[src/rtl/rfid_pkg.sv]
// Shared types and constants for the PCD frame receive path.
package rfid_pkg;
  localparam int QUARTERS       = 4;
  localparam int BITS_PER_GROUP = 9;
  localparam int MAX_FRAME_BITS = 40;

  typedef enum logic [1:0] {
    SYM_ONE,
    SYM_ZERO,
    SYM_EOF,
    SYM_ILLEGAL
  } sym_e;

  typedef enum logic [2:0] {
    IDLE,
    START,
    BITS,
    RECOVER,
    DONE
  } state_e;
endpackage

[src/rtl/picc_symbol_slicer.sv]
// Classifies one bit period (four on/off samples, q0 in bit 0) into a symbol.
module picc_symbol_slicer
  import rfid_pkg::*;
(
  input  logic [QUARTERS-1:0] on_q,
  input  logic                prev_bit,
  output sym_e                sym
);
  // Mid-period pause is a one, leading pause is a zero; a pause-free period
  // is a zero only right after a one, otherwise it closes the frame.
  always_comb begin
    sym = SYM_ILLEGAL;
    if (on_q == 4'b1011)      sym = SYM_ONE;
    else if (on_q == 4'b1110) sym = SYM_ZERO;
    else if (on_q == 4'b1111) sym = prev_bit ? SYM_ZERO : SYM_EOF;
  end
endmodule

[src/rtl/pcd_frame_decoder.sv]
// Decodes quarter-bit envelope samples into bytes with parity and framing checks.
module pcd_frame_decoder
  import rfid_pkg::*;
#(
  parameter int MAX_BYTES     = 5,
  parameter int RECOVER_TICKS = 8
) (
  input  logic                      clk_in,
  input  logic                      rst_in,
  input  logic signed [31:0]        amp_in,
  output logic [MAX_FRAME_BITS-1:0] data_out,
  output logic [2:0]                num_bytes_out,
  output logic                      frame_done,
  output logic                      parity_err,
  output logic                      coding_err,
  output logic                      busy
);
  localparam int             RW       = $clog2(RECOVER_TICKS + 1);
  localparam logic [5:0]     OVF_BITS = 6'(MAX_BYTES * BITS_PER_GROUP);
  localparam logic [RW-1:0]  REC_LAST = RW'(RECOVER_TICKS - 1);

  state_e        state, state_nxt;
  sym_e          sym;
  logic          on, is_q3, ovf, rec_exit, data_bit;
  logic [1:0]    q;
  logic [2:0]    smp;
  logic          prev_bit;
  logic [5:0]    bit_cnt;
  logic [3:0]    grp_pos;
  logic          par_acc, trail_nz;
  logic [RW-1:0] rec_cnt;
  logic [5:0]    wr_idx;

  assign on       = (amp_in != 32'sd0);
  assign is_q3    = (q == 2'd3);
  // Next data bit would open a group past the largest frame.
  assign ovf      = (bit_cnt >= OVF_BITS);
  assign rec_exit = on && (rec_cnt == REC_LAST);
  assign data_bit = (sym == SYM_ONE);
  assign wr_idx   = {num_bytes_out, 3'b000} + {2'b00, grp_pos};

  assign frame_done = (state == DONE);
  assign busy       = (state != IDLE);

  picc_symbol_slicer u_slicer (
    .on_q    ({on, smp}),
    .prev_bit(prev_bit),
    .sym     (sym)
  );

  // State register.
  always_ff @(posedge clk_in or negedge rst_in) begin
    if (!rst_in) state <= IDLE;
    else         state <= state_nxt;
  end

  // Next-state logic; symbols are acted on in the q3 cycle itself.
  always_comb begin
    state_nxt = state;
    unique case (state)
      IDLE:    if (!on) state_nxt = START;
      START:   state_nxt = on ? BITS : RECOVER;
      BITS: begin
        if (is_q3) begin
          case (sym)
            SYM_ILLEGAL: state_nxt = RECOVER;
            SYM_EOF:     state_nxt = DONE;
            default:     if (ovf) state_nxt = RECOVER;
          endcase
        end
      end
      RECOVER: if (rec_exit) state_nxt = DONE;
      DONE:    state_nxt = IDLE;
      default: state_nxt = IDLE;
    endcase
  end

  // Sample history, bit/byte accumulation, error flags and recovery counter.
  always_ff @(posedge clk_in or negedge rst_in) begin
    if (!rst_in) begin
      data_out      <= '0;
      num_bytes_out <= '0;
      parity_err    <= 1'b0;
      coding_err    <= 1'b0;
      q             <= '0;
      smp           <= '0;
      prev_bit      <= 1'b0;
      bit_cnt       <= '0;
      grp_pos       <= '0;
      par_acc       <= 1'b0;
      trail_nz      <= 1'b0;
      rec_cnt       <= '0;
    end else begin
      case (state)
        IDLE: begin
          if (!on) begin
            data_out      <= '0;
            num_bytes_out <= '0;
            parity_err    <= 1'b0;
            coding_err    <= 1'b0;
            q             <= '0;
            bit_cnt       <= '0;
            grp_pos       <= '0;
            par_acc       <= 1'b0;
            trail_nz      <= 1'b0;
            rec_cnt       <= '0;
            prev_bit      <= 1'b1;
          end
        end
        START: begin
          q       <= '0;
          rec_cnt <= '0;
          if (!on) coding_err <= 1'b1;
        end
        BITS: begin
          if (!is_q3) begin
            smp <= {on, smp[2:1]};
            q   <= q + 2'd1;
          end else begin
            q       <= '0;
            rec_cnt <= '0;
            case (sym)
              SYM_ILLEGAL: coding_err <= 1'b1;
              SYM_EOF: if (trail_nz || num_bytes_out == 3'd0) coding_err <= 1'b1;
              default: begin
                if (ovf) begin
                  coding_err <= 1'b1;
                end else begin
                  prev_bit <= data_bit;
                  if (bit_cnt != 6'd63) bit_cnt <= bit_cnt + 6'd1;
                  if (grp_pos < 4'd8) begin
                    if (wr_idx < 6'(MAX_FRAME_BITS)) data_out[wr_idx] <= data_bit;
                    par_acc  <= par_acc ^ data_bit;
                    trail_nz <= trail_nz | data_bit;
                    grp_pos  <= grp_pos + 4'd1;
                  end else begin
                    if (data_bit != par_acc) parity_err <= 1'b1;
                    par_acc       <= 1'b0;
                    trail_nz      <= 1'b0;
                    grp_pos       <= '0;
                    num_bytes_out <= num_bytes_out + 3'd1;
                  end
                end
              end
            endcase
          end
        end
        RECOVER: rec_cnt <= on ? rec_cnt + RW'(1) : '0;
        default: ;
      endcase
    end
  end
endmodule

[config.mk]
export PLATFORM = sky130hd
export DESIGN_NAME = pcd_frame_decoder
export DESIGN_NICKNAME = d
export VERILOG_FILES = /design/src/rtl/rfid_pkg.sv /design/src/rtl/picc_symbol_slicer.sv /design/src/rtl/pcd_frame_decoder.sv
export SDC_FILE = /design/constraint.sdc
export NUM_CORES = 1
export LEC_CHECK = 0
export CELL_PAD_IN_SITES_DETAIL_PLACEMENT = 1
export CELL_PAD_IN_SITES_GLOBAL_PLACEMENT = 2
export CORE_ASPECT_RATIO = 0.9
export CORE_MARGIN = 2
export CORE_UTILIZATION = 34
export DETAILED_ROUTE_END_ITERATION = 8
export MAX_ROUTING_LAYER = met4
export PLACE_DENSITY = 0.92
export SYNTH_ARGS = -nofsm -noshare
export SYNTH_HDL_FRONTEND = slang
export SYNTH_SLANG_ARGS = --single-unit
[constraint.sdc]
create_clock -name clk_in -period 6.75 [get_ports clk_in]
set_input_delay 1.0125 -clock clk_in [delete_from_list [all_inputs] [get_ports clk_in]]
set_output_delay 1.0125 -clock clk_in [all_outputs]
set_load 0.1 [all_outputs]
* Word level (Yosys, flattened, before mapping)
Index checks and enable logic that the tools add are counted.
W data, S select, Z words.
** Cells by class
- Add/sub/neg operators :: 6
- $lt $le $gt $ge :: 5
- Equality and inequality tests :: 26
- Muxes and demuxes :: 72
- Bitwise operators :: 3
- Reductions and logical operators :: 22
** Operator list (number)
- $mux W40 :: 6
- $pmux W40 S2 :: 1
- $bwmux W40 :: 1
- $reduce_bool A32 Y1 :: 1
- $mux W6 :: 5
- $mux W4 :: 7
- $mux W3 :: 9
- $mux W1 :: 23
- $ne A2 B2 Y1 const B :: 11
- $reduce_and A6 Y1 :: 3
- $pmux W4 S4 :: 1
- $reduce_and A7 Y1 :: 2
- $eq A4 B4 Y1 const B :: 3
- $mux W2 :: 6
- $pmux W3 S2 :: 2
- $pmux W3 S4 :: 1
- $pmux W6 S2 :: 1
- $pmux W1 S2 :: 5
- $add A4 B1 Y4 const B :: 2
- $pmux W4 S2 :: 1
- $lt A6 B7 Y1 const B :: 1
- $add A6 B1 Y6 const B :: 1
- $add A6 B4 Y6 :: 1
- $demux W1 S6 :: 1
- other kinds (32) :: 39
** Word-level totals
- Flip-flop bits (word level) :: 70
- Bits of input ports :: 34
- Output and inout bits :: 47
- Logic and storage cells :: 147

* Depth between registers and ports, before layout
- Depth in word-level cells :: 13
- Depth in mapped cells :: 9
- Depth with buffers taken out :: 8

* Modules after synthesis
A second synthesis with hierarchy kept.
** Unflattened totals
- Cell total of the unflattened synthesis :: 400
- Area, all modules :: 3860.0 um2
** Modules (own cells, without submodules)
- pcd_frame_decoder :: instances 1, cells each 396, area each 3833.7 um2, seq. area each 1751.7 um2
- picc_symbol_slicer :: instances 1, cells each 4, area each 26.3 um2, seq. area each 0.0 um2

* Worst setup path before layout
Ideal clock, no wire load.
- Path kind :: register -> register
- From :: reg num_bytes_out[0]
- To :: reg data_out[27]
- Library setup time :: 136 ps
- Arrival time :: 2793 ps
- Required time :: 6614 ps
- Slack :: 3821 ps
- Stages on the path, launching flop included :: 10
- Path buffers :: 1
- Clock period less this slack :: 2929 ps
- Cell sequence :: dfrtp_1 -> ha_1 -> ha_1 -> xnor2_1 -> nor2_1 -> or3_1 -> a2bb2oi_2 -> buf_6 -> o311ai_1 -> o41ai_1
** On the way
- Cells in the longest elaborated chain, start to end :: 12
- Elaborated cells between the ends (all ways) :: 16
- Those cells by class :: 1 x add/sub; 3 x order compare; 1 x eq/ne; 9 x mux; 2 x reduce/logical
** RTL lines
- start, declared :: RTL line pcd_frame_decoder.sv:12 : output logic [2:0] num_bytes_out,
- start signal, assigned :: RTL line pcd_frame_decoder.sv:141 : num_bytes_out <= num_bytes_out + 3'd1;
- $add A6 B4 Y6 (*) :: RTL line pcd_frame_decoder.sv:40 : assign wr_idx = {num_bytes_out, 3'b000} + {2'b00, grp_pos};
- $lt A6 B7 Y1 (implied by the code) / $ge A6 B1 Y1 (equally long branches) :: RTL line pcd_frame_decoder.sv:132 : if (wr_idx < 6'(MAX_FRAME_BITS)) data_out[wr_idx] <= data_bit;
- $logic_and A1 B1 Y1 (implied by the code) :: RTL line pcd_frame_decoder.sv:132
- $mux W1 (implied by the code) :: RTL line pcd_frame_decoder.sv:132
- $demux W1 S6 :: RTL line pcd_frame_decoder.sv:132
- $bwmux W40 :: RTL line pcd_frame_decoder.sv:132
- $mux W40 :: RTL line pcd_frame_decoder.sv:132
- $mux W40 :: RTL line pcd_frame_decoder.sv:131 : if (grp_pos < 4'd8) begin
- $mux W40 :: RTL line pcd_frame_decoder.sv:126 : if (ovf) begin
- $mux W40 :: RTL line pcd_frame_decoder.sv:122 : case (sym)
- $mux W40 :: RTL line pcd_frame_decoder.sv:116 : if (!is_q3) begin
- $pmux W40 S2 :: RTL line pcd_frame_decoder.sv:94 : case (state)
- end signal, assigned by index :: RTL line pcd_frame_decoder.sv:132
- end, declared :: RTL line pcd_frame_decoder.sv:11 : output logic [MAX_FRAME_BITS-1:0] data_out,
Every way passes the cells marked *; elsewhere a longest branch is shown, timed or not. The select of a mux whose other input is x is not followed.
A chain may end at the register's enable or synchronous reset.

* Final worst setup path
- From :: in amp_in[1]
- To :: reg data_out[26]
** On the way
- Cells in the longest elaborated chain, start to end :: 13
- Elaborated cells between the ends (all ways) :: 21
- Those cells by class :: 7 x eq/ne; 10 x mux; 4 x reduce/logical
** RTL lines
- start, declared :: RTL line pcd_frame_decoder.sv:10 : input logic signed [31:0] amp_in,
- $reduce_bool A32 Y1 (*) :: RTL line pcd_frame_decoder.sv:34 : assign on = (amp_in != 32'sd0);
- $eq A4 B4 Y1 :: RTL line picc_symbol_slicer.sv:15 : else if (on_q == 4'b1111) sym = prev_bit ? SYM_ZERO : SYM_EOF;
- $mux W2 :: RTL line picc_symbol_slicer.sv:15
- $mux W2 :: RTL line picc_symbol_slicer.sv:14 : else if (on_q == 4'b1110) sym = SYM_ZERO;
- $mux W2 :: RTL line picc_symbol_slicer.sv:13 : if (on_q == 4'b1011) sym = SYM_ONE;
- $logic_not A2 Y1 :: RTL line pcd_frame_decoder.sv:39 : assign data_bit = (sym == SYM_ONE);
- $bwmux W40 :: RTL line pcd_frame_decoder.sv:132
- $mux W40 :: RTL line pcd_frame_decoder.sv:132
- $mux W40 :: RTL line pcd_frame_decoder.sv:131
- $mux W40 :: RTL line pcd_frame_decoder.sv:126
- $mux W40 :: RTL line pcd_frame_decoder.sv:122
- $mux W40 :: RTL line pcd_frame_decoder.sv:116
- $pmux W40 S2 :: RTL line pcd_frame_decoder.sv:94
Marks and branches as above.

==> impl_results.md <==
* Status: completed
* Port bufs at 80
* Clk slew on worst S/H paths at 60 ps
* CP Launch Type: input pin
* Worst Path Arrival at 4060 ps
* Final Cycle Share at 57.23%
* Adder-cell area share of the yosys netlist at 3.320%
* # H-tree levels at 3
* RSZ-0062 raised after global routing: false
* Main combinational cell family by area after synthesis: compound AO/OA/AOI/OAI gates
* Worst VDD drop at 0.0001193 V
* Gpl congestion at 0.8238
* TritonCTS Sinks at 70
* Global-route wire length before repair at 19.38 mm
* Clock Path Buffers at 2
* Xor and xnor area share after synthesis at 1.627%
* Post-synthesis net count at 420
* Final global-route overflow total at 0
* Detailed Routing Iterations Pass 1 at 6
* Critical Path Max Stage Delay at 790 ps
* Vias at 3384
* Drt first-iter violations at 144
* Mean Syn Cell Area at 10.02 um2
* Routing usage on met3 at 3.147%
* Slew @ Worst Pin at 994.3 ps
* Capturing element type of the critical path: flip-flop
* YS warnings at 0
* Post-DP HPWL at 8.076 mm
* DIE HEIGHT at 103.9 um
* Minimum clock period at 3863 ps
* Leakage at 1.992 nW
* Fraction of the mapped netlist area in simple logic gates at 17.43%
* Largest net degree at the start of global routing at 71
* Post-synth EDFFs at 0
* Mux contribution to synthesized area at 4.183%
* Resized Gates After CTS at 0
* Critical path class: in -> reg
* DIE AREA at 0.01194 mm2
* Grt met1 use at 27.82%
* Synthesized area at 0.003769 mm2
* Post-synth top area share at 46.48%
* Worst-path maximum fanout at 24
* Post-CTS setup buffers at 0
* # DRC at 0
* Predominant post-synthesis flop cell: dfrtp_1
* Num CTS Buffers at 9
* Root Buffer: clkbuf_16
* Clock skew at 7.023 ps
* Num rows at 36
* Final Hold Viols at 0
* Number of synthesized register bits at 70
* Compound-Gate Fraction of Synth Area at 22.31%
* Vias in the first global route at 3592
* Top cells by area, synth: dfrtp_1, o311ai_1, o41ai_1
* CORE AREA at 0.01081 mm2
* Antenna-violating nets left at 0
* I/O Pins at 81
* Max-Cap Viols at 0
* DR WL/cell at 20.06 um
* Cells along the critical path: clkdlybuf4s50_1 > nor4_1 > nand4_1 > o21ai_1 > a2bb2oi_2 > o311ai_1 > o41ai_1
* Setup ws final at 2887 ps
* Synthesis-to-layout area growth at 31.01%
* Cts hold-fix bufs at 0
* CP required at 6950 ps
* Synth area leader: dfrtp_1
* Layout cells sized above 1 at 7.830%
* N_diodes at 0
* Final std cells w/o fill at 580
* Distinct cells, synth at 50
* Initial Util at 34.86%
* Delay-heaviest family, CP: compound AO/OA/AOI/OAI gates
* Gr busiest metal: met2
* Sequential area share after synthesis at 46.48%
* Vias per inst at 5.834
* Slew headroom at 33.51%
* Clock Latency Late Sink at 330 ps
* DIE WIDTH at 115.0 um
* Fmax at 0.2588 GHz
* P per Cell Area at 210.9 mW/mm2
* Setup_tns at 0 ps
* Net count, final at 486
* Pins Over Slew Limit at 0
* Tot GR Track Use at 21.04%
* Placed cells at 564
* Filler cell count at 1184
* Met2 usage at 33.91%
* DP Worst Slack at 2653 ps
* Final setup fails at 0
* Post-synthesis instance total at 376
* WL final at 11.64 mm
* Fraction of registers with async set/reset at 100.0%
* CP Buf/Inv Count at 1
* Initial antenna violation count at 0
* Master of the slowest instance on the critical path: a2bb2oi_2
* CTS tree: done
* Worst Hold Class: reg -> reg
==> routing by layer <==
layer | vias to the layer above | part of all wire [%]
li1 | 1592 | -
met1 | 1712 | 45
met2 | 66 | 50
met3 | 14 | 3.4
met4 | 0 | 1.3
met5 | - | 0
==> Yosys cell counts, types with 5 or more instances <==
cell type and instances:
nor2_1 23, nand3_1 6, a21oi_1 11, o21ai_0 7, inv_1 9, mux2_2 6, xnor2_1 7, a21o_1 7
mux2i_1 9, nor4_1 13, ha_1 10, nand2_1 32, o311ai_1 28, clkbuf_1 17, nand2b_1 6, or3_1 5
buf_2 7, nor3_1 20, dfrtp_1 70, o41ai_1 28
==> report_power, final <==
group / switching, W / total [W] / internal [W]
registers: 0.00000686 / 0.000433 / 0.000426
clock network: 0.000184 / 0.000479 / 0.000295
logic: 0.0000811 / 0.000129 / 0.0000483
==> worst min-delay path: cells and delay by family (launching register included) <==
kind	cells	cell delay (ps)
compound gates	1	70
flops	1	350
simple gates	1	50
==> through the flow <==
step / total power [W] / utilization [%] / hold slack [ps] / area (um2)
4_1_cts: 0.001050 / 45.67 / 519.9 / 4937
3_3_place_gp: 0.0005685 / 42.89 / 473.1 / 4637
6_report: 0.001041 / 45.67 / 498.6 / 4937
3_5_place_dp: 0.0005705 / 42.89 / 504.6 / 4637
5_1_grt: 0.001084 / 45.67 / 549.1 / 4937
2_1_floorplan: 0.0005192 / - / 463.7 / 3769
==> final cells by class <==
cell class | count | area (um2) | share of cell area (%)
Timing Repair Buffer | 85 | 833.3 | 16.88
Clock buffer | 10 | 239.0 | 4.840
Sequential cell | 70 | 1752 | 35.48
Multi-Input combinational cell | 266 | 1848 | 37.43
Clock inverter | 6 | 61.31 | 1.242
Inverter | 10 | 37.54 | 0.7603
Tap cell | 133 | 166.4 | 3.371
==> registers in the layout (all words and copies together), names as in the netlist <==
signal         count
data_out          40
bit_cnt            6
grp_pos            4
rec_cnt            4
num_bytes_out      3
smp                3
state              3
q                  2
coding_err         1
par_acc            1
parity_err         1
prev_bit           1
trail_nz           1
==> final timing paths <==
check                           start      endpoint  slack (ps)  depth (start not counted)
max in group asynchronous      rst_in  data_out[24]        5240                          2
max                         amp_in[1]  data_out[26]        2890                          7
min                        parity_err    parity_err         500                          2
max reg2reg                grp_pos[3]  data_out[26]        3530                          8
min in group asynchronous      rst_in    rec_cnt[0]         890                          2
min reg2reg                parity_err    parity_err         500                          2
==> placed cells by master, fill, tap and decap left out, types with 10 or more instances in the layout <==
cell type	count
a21oi_1	11
clkdlybuf4s50_1	79
dfrtp_1	70
ha_1	10
nand2_1	32
nor2_1	23
nor3_1	20
nor4_1	13
o311ai_1	28
o41ai_1	28
==> logic make-up (layout without fill, tap and decap cells) <==
group,after synthesis,in the layout
adders and majority gates,10,10
AOI/OAI and AO/OA,106,106
buffers and inverters,40,111
muxes,15,15
and+or+nand+nor,128,128
xor gates and xnor gates,7,7
DFF,70,70
Power figures use the tool's default switching activity.
